$ cat config.mk
export PLATFORM = sky130hd
export DESIGN_NAME = segre_mem_arbiter
export DESIGN_NICKNAME = d
export VERILOG_FILES = /design/src/rtl/segre_pkg.sv /design/src/rtl/segre_arb_streak_cnt.sv /design/src/rtl/segre_mem_arbiter.sv
export SDC_FILE = /design/constraint.sdc
export NUM_CORES = 1
export LEC_CHECK = 0
export CAP_MARGIN = 20
export CORE_MARGIN = 1.5
export CORE_UTILIZATION = 40
export CTS_CLUSTER_DIAMETER = 80
export DETAILED_ROUTE_END_ITERATION = 7
export PLACE_DENSITY = 0.76
export SLEW_MARGIN = 20
export SYNTH_ARGS = -nofsm -noshare
export SYNTH_HDL_FRONTEND = slang
export SYNTH_SLANG_ARGS = --single-unit
$ cat constraint.sdc
create_clock -name clk_i -period 1.9 [get_ports clk_i]
set_input_delay 0.38 -clock clk_i [delete_from_list [all_inputs] [get_ports clk_i]]
set_output_delay 0.38 -clock clk_i [all_outputs]
set_load 0.05 [all_outputs]
$ cat src/rtl/segre_pkg.sv
// Shared types and constants for the segre core memory subsystem.
package segre_pkg;

    localparam int unsigned WORD_SIZE = 32;

    // Access size of a memory operation
    typedef enum logic [1:0] {
        BYTE = 2'b00,
        HALF = 2'b01,
        WORD = 2'b10
    } memop_data_type_e;

    // Shared memory port arbiter states
    typedef enum logic [1:0] {
        IDLE     = 2'b00,
        BUSY_IF  = 2'b01,
        BUSY_MEM = 2'b10,
        DONE     = 2'b11
    } arb_state_e;

    // Consecutive MEM grants allowed while a fetch waits
    localparam int MEM_STREAK_DEFAULT = 4;

    // Request captured at grant time and replayed on the memory port
    typedef struct packed {
        logic [WORD_SIZE-1:0] addr;
        logic [WORD_SIZE-1:0] wdata;
        memop_data_type_e     mtype;
        logic                 rd;
        logic                 wr;
    } mem_req_t;

    // Build a MEM-stage request; a simultaneous read and write resolves to a write
    function automatic mem_req_t make_mem_req(
        input logic [WORD_SIZE-1:0] addr,
        input logic [WORD_SIZE-1:0] wdata,
        input memop_data_type_e     mtype,
        input logic                 rd,
        input logic                 wr
    );
        mem_req_t req;
        req.addr  = addr;
        req.wdata = wdata;
        req.mtype = mtype;
        req.rd    = rd & ~wr;
        req.wr    = wr;
        return req;
    endfunction

    // Build a fetch request: always a full-word read
    function automatic mem_req_t make_fetch_req(input logic [WORD_SIZE-1:0] addr);
        mem_req_t req;
        req.addr  = addr;
        req.wdata = {WORD_SIZE{1'b0}};
        req.mtype = WORD;
        req.rd    = 1'b1;
        req.wr    = 1'b0;
        return req;
    endfunction

endpackage

$ cat src/rtl/segre_arb_streak_cnt.sv
// Saturating counter of consecutive MEM grants taken while a fetch was waiting.
module segre_arb_streak_cnt
    import segre_pkg::*;
#(
    parameter int MAX_CNT = MEM_STREAK_DEFAULT,
    parameter int CNT_W   = 4
) (
    input  logic clk_i,
    input  logic rsn_i,
    input  logic clr_i,
    input  logic inc_i,
    output logic sat_o
);

    localparam logic [CNT_W-1:0] MAX_C = CNT_W'(MAX_CNT);
    localparam logic [CNT_W-1:0] ONE_C = {{(CNT_W-1){1'b0}}, 1'b1};

    logic [CNT_W-1:0] cnt_r;

    // Clear has priority over increment; increment stops at the limit
    always_ff @(posedge clk_i) begin
        if (rsn_i) begin
            cnt_r <= {CNT_W{1'b0}};
        end else if (clr_i) begin
            cnt_r <= {CNT_W{1'b0}};
        end else if (inc_i && (cnt_r < MAX_C)) begin
            cnt_r <= cnt_r + ONE_C;
        end else begin
            cnt_r <= cnt_r;
        end
    end

    assign sat_o = (cnt_r >= MAX_C);

endmodule

$ cat src/rtl/segre_mem_arbiter.sv
// Arbiter for the single shared memory port between instruction fetch and the
// MEM stage. MEM wins by default; a streak counter forces a fetch grant after
// MEM_STREAK consecutive MEM wins so fetch always makes progress.
module segre_mem_arbiter
    import segre_pkg::*;
#(
    parameter int MEM_STREAK = MEM_STREAK_DEFAULT,
    parameter int CNT_W      = 4
) (
    input  logic                 clk_i,
    input  logic                 rsn_i,
    // Instruction fetch side
    input  logic                 if_req_i,
    input  logic [WORD_SIZE-1:0] if_addr_i,
    output logic [WORD_SIZE-1:0] if_data_o,
    output logic                 if_valid_o,
    output logic                 if_stall_o,
    // MEM stage side
    input  logic                 mem_rd_i,
    input  logic                 mem_wr_i,
    input  logic [WORD_SIZE-1:0] mem_addr_i,
    input  logic [WORD_SIZE-1:0] mem_wdata_i,
    input  memop_data_type_e     mem_type_i,
    output logic [WORD_SIZE-1:0] mem_rdata_o,
    output logic                 mem_valid_o,
    output logic                 mem_stall_o,
    // Memory port
    output logic                 m_rd_o,
    output logic                 m_wr_o,
    output logic [WORD_SIZE-1:0] m_addr_o,
    output logic [WORD_SIZE-1:0] m_wdata_o,
    output memop_data_type_e     m_type_o,
    input  logic [WORD_SIZE-1:0] m_rdata_i,
    input  logic                 m_ready_i
);

    arb_state_e           state_r;
    arb_state_e           next_state_s;
    mem_req_t             req_r;
    logic                 owner_if_r;
    logic [WORD_SIZE-1:0] if_data_r;
    logic [WORD_SIZE-1:0] mem_rdata_r;

    logic mem_req_s;
    logic grant_mem_s;
    logic grant_if_s;
    logic streak_sat_s;
    logic busy_s;
    logic done_s;

    assign mem_req_s = mem_rd_i | mem_wr_i;
    assign busy_s    = (state_r == BUSY_IF) || (state_r == BUSY_MEM);
    assign done_s    = (state_r == DONE);

    // Grant decision and state sequencing
    always_comb begin
        next_state_s = state_r;
        grant_mem_s  = 1'b0;
        grant_if_s   = 1'b0;
        case (state_r)
            IDLE: begin
                if (mem_req_s && (!streak_sat_s || !if_req_i)) begin
                    grant_mem_s  = 1'b1;
                    next_state_s = BUSY_MEM;
                end else if (if_req_i) begin
                    grant_if_s   = 1'b1;
                    next_state_s = BUSY_IF;
                end else begin
                    next_state_s = IDLE;
                end
            end
            BUSY_IF, BUSY_MEM: begin
                if (m_ready_i) begin
                    next_state_s = DONE;
                end else begin
                    next_state_s = state_r;
                end
            end
            // One retire cycle: the requester drops or replaces its request here
            DONE: begin
                next_state_s = IDLE;
            end
            default: begin
                next_state_s = IDLE;
            end
        endcase
    end

    // State, latched request and returned data
    always_ff @(posedge clk_i) begin
        if (rsn_i) begin
            state_r     <= IDLE;
            req_r       <= '0;
            owner_if_r  <= 1'b0;
            if_data_r   <= {WORD_SIZE{1'b0}};
            mem_rdata_r <= {WORD_SIZE{1'b0}};
        end else begin
            state_r <= next_state_s;
            if (grant_mem_s) begin
                req_r      <= make_mem_req(mem_addr_i, mem_wdata_i, mem_type_i, mem_rd_i, mem_wr_i);
                owner_if_r <= 1'b0;
            end else if (grant_if_s) begin
                req_r      <= make_fetch_req(if_addr_i);
                owner_if_r <= 1'b1;
            end else begin
                req_r      <= req_r;
                owner_if_r <= owner_if_r;
            end
            if ((state_r == BUSY_IF) && m_ready_i) begin
                if_data_r <= m_rdata_i;
            end else begin
                if_data_r <= if_data_r;
            end
            // Stores leave the last load data in place
            if ((state_r == BUSY_MEM) && m_ready_i && req_r.rd) begin
                mem_rdata_r <= m_rdata_i;
            end else begin
                mem_rdata_r <= mem_rdata_r;
            end
        end
    end

    segre_arb_streak_cnt #(
        .MAX_CNT (MEM_STREAK),
        .CNT_W   (CNT_W)
    ) u_streak_cnt (
        .clk_i (clk_i),
        .rsn_i (rsn_i),
        .clr_i (grant_if_s | (grant_mem_s & ~if_req_i)),
        .inc_i (grant_mem_s & if_req_i),
        .sat_o (streak_sat_s)
    );

    // Memory port is driven purely from the latched request while busy
    assign m_rd_o    = busy_s & req_r.rd;
    assign m_wr_o    = busy_s & req_r.wr;
    assign m_addr_o  = busy_s ? req_r.addr  : {WORD_SIZE{1'b0}};
    assign m_wdata_o = busy_s ? req_r.wdata : {WORD_SIZE{1'b0}};
    assign m_type_o  = busy_s ? req_r.mtype : WORD;

    assign if_data_o   = if_data_r;
    assign mem_rdata_o = mem_rdata_r;
    assign if_valid_o  = done_s & owner_if_r;
    assign mem_valid_o = done_s & ~owner_if_r;
    assign if_stall_o  = if_req_i & ~if_valid_o;
    assign mem_stall_o = mem_req_s & ~mem_valid_o;

endmodule
==> Word level (Yosys, flattened, before mapping) <==
Index checks and enable logic that the tools add are counted.
{ "word_totals": {"regBits": 139, "in_bits": 136, "out_inout_bits": 136, "elab_cells": 61} }
{ "classes": {"n_addsub": 1, "n_lt_le_gt_ge": 2, "n_eq_ne": 4, "n_mux": 14, "bitwise_logic": 16, "reduce_logical": 14} }
{ "op_table": {"columns": ["cell", "n"], "rows": [
  ["2-to-1 mux 68 bit", 2],
  ["2-to-1 mux 32 bit", 2],
  ["bitwise AND 1 bit", 9],
  ["2-to-1 mux 1 bit", 6],
  ["2-to-1 mux 2 bit", 3],
  ["one-hot mux 2 bit (3 select lines)", 1],
  ["OR reduction 2 bit", 3],
  ["logical AND 1 bit", 5],
  ["inverter 1 bit", 5],
  ["adder 4 x 1 -> 4 bit, second input constant", 1],
  ["equality test 2 bit, second input constant", 2],
  [">= comparator 4 x 3 -> 1 bit, second input constant", 1],
  ["less-than comparator 4 x 3 -> 1 bit, second input constant", 1],
  ["equality test 2 x 1 -> 1 bit, second input constant", 1],
  ["logical NOT 1 bit", 2],
  ["logical NOT 2 bit", 1],
  ["logical OR 1 bit", 2],
  ["!= test 2 bit, second input constant", 1],
  ["OR 1 bit", 2],
  ["nonzero test 2 bit", 1]
]} }

==> Longest topological paths before layout <==
{ "logic_depth": {"word_depth": 9, "depth_mapped": 9, "depth_no_buf": 5} }

==> Modules after synthesis <==
Synthesis repeated with hierarchy kept, for this count alone.
{ "hier_totals": {"hier_cells": 718, "hier_area_um2": 5891.9} }
{ "modules_own_cells": {"columns": ["mod", "instances", "cells_each", "area_each_um2", "seq_area_each_um2"], "rows": [
  ["segre_mem_arbiter", 1, 701, 5704.2, 2702.6],
  ["segre_arb_streak_cnt", 1, 17, 187.7, 80.1]
]} }

==> Worst setup path before layout <==
Ideal clock, no wire load.
{ "synth_timing": {"path_type": "reg-to-output", "startpoint": "register state_r[0]", "endpoint": "output mem_stall_o", "arrival_time_ns": 1.719, "required_time_ns": 1.520, "setup_slack_ns": -0.199, "stages_incl_launch_ff": 4, "path_buffers": 0, "path_cell_list": "dfxtp_1 -> ha_1 -> nor2b_1 -> nor2_1"} }
{ "synth_between": {"elab_chain_cells": 4} }
{ "synth_lines": {"columns": ["item", "line_no", "source"], "rows": [
  ["start: declaration", "segre_mem_arbiter.sv:37", "arb_state_e state_r;"],
  ["start signal: assignment", "segre_mem_arbiter.sv:98", "state_r <= next_state_s;"],
  ["equality test 2 bit", "segre_mem_arbiter.sv:53", "assign done_s = (state_r == DONE);"],
  ["bitwise AND 1 bit", "segre_mem_arbiter.sv:144", "assign mem_valid_o = done_s & ~owner_if_r;"],
  ["via mem_valid_o", "segre_mem_arbiter.sv:25", "output logic mem_valid_o,"],
  ["inverter 1 bit", "segre_mem_arbiter.sv:146", "assign mem_stall_o = mem_req_s & ~mem_valid_o;"],
  ["bitwise AND 1 bit", "segre_mem_arbiter.sv:146", null],
  ["end: declaration", "segre_mem_arbiter.sv:26", "output logic mem_stall_o,"]
]} }
The timed path passes the listed nets, and every way through them passes these cells.

==> Worst setup path in the final report <==
{ "layout_timing": {"startpoint": "register state_r[1]", "endpoint": "output m_addr_o[3]"} }
{ "layout_between": {"elab_chain_cells": 3, "elab_cells_between_ends": 4, "cone_classes": "eq/ne (2); mux (1); reduce/logical (1)"} }
{ "layout_lines": {"columns": ["item", "line_no", "source"], "rows": [
  ["equality test 2 x 1 -> 1 bit / equality test 2 bit (equally long branches)", "segre_mem_arbiter.sv:52", "assign busy_s = (state_r == BUSY_IF) || (state_r == BUSY_MEM);"],
  ["logical OR 1 bit *", "segre_mem_arbiter.sv:52", null],
  ["2-to-1 mux 32 bit *", "segre_mem_arbiter.sv:137", "assign m_addr_o = busy_s ? req_r.addr : {WORD_SIZE{1'b0}};"],
  ["end: declaration", "segre_mem_arbiter.sv:30", "output logic [WORD_SIZE-1:0] m_addr_o,"]
]} }
Every way passes the cells marked *; elsewhere a longest branch is shown, timed or not.

==> results.json <==
{
  "reg2reg_to": "mem_rdata_o[20]$_SDFFE_PP0P_",
  "share_comb_of_total_power_pct": 53.6,
  "routed_wl_mm": 20.0,
  "clk_pin_slew_worst_paths_ns": 0.06,
  "cp-end-kind": "primary output",
  "drive_gt1_share_pct": 26.1,
  "drt_iter0_drc": 426,
  "power.leakage_nw": 4.41,
  "yosys.area_share.simple_pct": 27.8,
  "synthAdderAreaFrac_pct": 1.06,
  "dp_cells": 1111,
  "min_path_type": "input pin to flip-flop",
  "crit_type": "flip-flop to primary output",
  "grt_pass1_wl_mm": 31.6,
  "intPower_mw": 9.45,
  "syn_area_per_cell_um2": 8.68,
  "period_share_pct": 108,
  "grt_pass1_vias": 6050,
  "yosys_warnings": 0,
  "first_pass_iters": 5,
  "initial_core_util_pct": 40.8,
  "yosys.area.top_type_share_pct": 47.1,
  "root_buffer": "clkbuf_16",
  "synth_edf_count": 0,
  "synth_cells": 681,
  "final_nets": 1102,
  "insertion_delay_ns": 0.42,
  "final_core_util_pct": 74.1,
  "maxSlewViolCount": 0,
  "regArea_mm2": 0.00279,
  "rrSetupSlack_ns": 0.30,
  "num_io_pins": 272,
  "die_h_um": 125,
  "gp_congestion": 0.794,
  "core-area_mm2": 0.0145,
  "powerDensity_mw_per_mm2": 1430,
  "port_buffers": 271,
  "wl_per_cell_um": 17.3,
  "antenna_cells": 0,
  "synthFlopType": "dfxtp_1",
  "vdd_drop_max_v": 0.000884,
  "relSlewSlack_pct": 65.4,
  "yosys.area_share.xor_xnor_pct": 0,
  "arrival_ns": 1.67,
  "clockBufferDepth": 2,
  "yosys.area.top_type": "dfxtp_1",
  "rsz0062_at_grt": "true",
  "yosysSeqAreaShare_pct": 47.1,
  "critPathLaunchType": "flip-flop",
  "synth_most_common_cell": "dfxtp_1",
  "drc": 0,
  "max_cap_violations": 0,
  "synth_nets": 822,
  "instances_no_fill": 1158,
  "synthesis.area_mm2": 0.00591,
  "netlist_top_cells_area": "dfxtp_1 (47%), nand2_1 (8.6%), and2_1 (7.4%), a21oi_1 (5.5%), a221o_1 (5.1%)",
  "fp-row-count": 44,
  "area_delta_synth_final_pct": 81.5,
  "multiInputGateArea_mm2": 0.00303,
  "reg2reg_depth": 8,
  "overflow": 0,
  "netlist_top_cells_count": "dfxtp_1 (139), nand2_1 (135), and2_1 (70)",
  "dieArea_mm2": 0.0155,
  "crit_required_ns": 1.52,
  "htree_levels": 4,
  "p_switching_mw": 5.86,
  "hpwl_mm": 13.1,
  "setup_ws_ns": -0.154,
  "synth-compound-area-share_pct": 18.6,
  "synthMuxAreaShare_pct": 0,
  "critPathLaunch": "state_r[1]$_SDFFE_PP0P_",
  "clock-sinks": 139,
  "cp-endpoint": "m_addr_o[3]",
  "cp_max_fo": 8,
  "p_seq_share_pct": 24.4,
  "antenna_found_initial": 0,
  "cts_hold_buf": 0,
  "final-setup-viol-count": 68,
  "failed_checks": "setup timing",
  "fmax_mhz": 487,
  "power.total_mw": 15.3,
  "finalHoldViolations": 0,
  "finClkSkew_ns": 0.0138,
  "grt_max_degree": 81,
  "vias_per_cell": 5.31,
  "worst_pin_slew_ns": 0.521,
  "synth_top_family_by_area": "simple AND/OR/NAND/NOR gates",
  "regToRegStartpoint": "state_r[0]$_SDFFE_PP0P_",
  "die_w_um": 125,
  "ys_types": 42,
  "cts_tree": "yes",
  "p_sw_share_pct": 38.2,
  "fillCellCount": 1051,
  "ant_nets": 0,
  "yosys_register_bits": 139,
  "status": "finished with violations",
  "grt_usage_pct": 25.6,
  "fin_crit_ns": 2.05,
  "vias": 6147,
  "cts_buffers": 17,
  "p_clk_share_pct": 22.0,
  "async_flop_share_pct": 0
}
per-stage QoR:
stage / TNS, ns / setup slack (ns) / cell area [um^2] / hold WS, ns
final: -9.11 / -0.154 / 10700 / 0.412
after global routing: -12.56 / -0.202 / 10700 / 0.415
after CTS: -9.51 / -0.158 / 10600 / 0.403
after detailed placement: 0 / 0.000403 / 9740 / 0.446
after global placement: 0 / 0.0366 / 9740 / 0.441
after floorplan: -0.257 / -0.0285 / 5930 / 0.442
cells by family (layout without fill, tap and decap cells):
family,count (synthesis),after routing
DFF,139,139
adders and majority gates,5,5
buffers and inverters,67,360
AOI/OAI and AO/OA,149,149
and+or+nand+nor,321,321
worst max-delay path: stages, from the launching register on:
cell and delay, ns:
dfxtp_2 0.33, inv_2 0.05, ha_4 0.31, buf_6 0.13, clkbuf_16 0.15, and2_4 0.15
buf_12 0.13
timing repair:
action,4_1_cts,5_1_grt
resized for setup,142,3
gates cloned,4,2
pin swaps,8,28
endpoints found under the setup margin,126,70
setup buffers,7,2
worst min path at each step:
stage | startpoint | to | slack [ns] | depth (start not counted)
after floorplan | req_r[37]$_SDFFE_PP0P_ | req_r[37]$_SDFFE_PP0P_ | 0.44 | 2
after global placement | mem_rdata_o[10]$_SDFFE_PP0P_ | mem_rdata_o[10]$_SDFFE_PP0P_ | 0.44 | 2
after detailed placement | if_data_o[14]$_SDFFE_PP0P_ | if_data_o[14]$_SDFFE_PP0P_ | 0.45 | 2
after CTS | rsn_i | owner_if_r$_SDFFE_PP0P_ | 0.40 | 3
after global routing | rsn_i | owner_if_r$_SDFFE_PP0P_ | 0.41 | 3
final | rsn_i | owner_if_r$_SDFFE_PP0P_ | 0.41 | 3
sequential cells by signal, summed over array words and instances, names as in the netlist:
register / flops
owner_if_r: 1
u_streak_cnt.cnt_r: 4
state_r: 2
req_r: 68
if_data_o: 32
mem_rdata_o: 32
layer usage:
metal  vias to the layer above  track usage (%)  wire, um
met1                      2890             29.1      7730
met3                        45             8.20      1630
met4                         0             14.1       760
met2                       270             42.5      9910
li1                       2942                -         -
met5                         -                0         0
layout make-up:
class	count	area share, %
Multi-Input combinational cell	475	28.3
Clock inverter	15	1.63
Tap cell	184	2.15
Inverter	3	0.105
Timing Repair Buffer	325	37.9
Clock buffer	17	3.97
Sequential cell	139	26.0
power by group through the flow:
stage | Clock (mW) | Combinational [mW] | Sequential, mW
6_report | 3.37 | 8.20 | 3.74
5_1_grt | 3.55 | 8.58 | 3.80
4_1_cts | 3.43 | 7.91 | 3.72
3_5_place_dp | 0 | 6.66 | 3.74
3_3_place_gp | 0 | 6.59 | 3.73
2_1_floorplan | 0 | 3.31 | 4.04
cells in the final DEF (no fill, tap or decap), types with 2 or more instances in the layout:
cell             instances
a21oi_1                 65
nand2_1                135
and2_4                  68
a221o_1                 30
buf_6                    3
a211oi_1                 3
nor2b_4                  2
o21ai_0                  3
a32oi_1                 34
clkbuf_16               19
nor2_2                   2
nor2b_1                 30
nand3_1                  3
buf_12                  87
inv_8                    2
and2_1                   2
ha_1                     3
and4_1                  29
nor2_1                  39
o211ai_1                 2
inv_6                    7
clkinvlp_4               3
dlygate4sd2_1           56
a31oi_1                  2
ha_4                     2
clkdlybuf4s50_1        134
buf_16                   4
buf_4                   38
dfxtp_1                137
dfxtp_2                  2
inv_2                    2
bufinv_16                2
No activity file was read; power rests on OpenSTA's default activity.
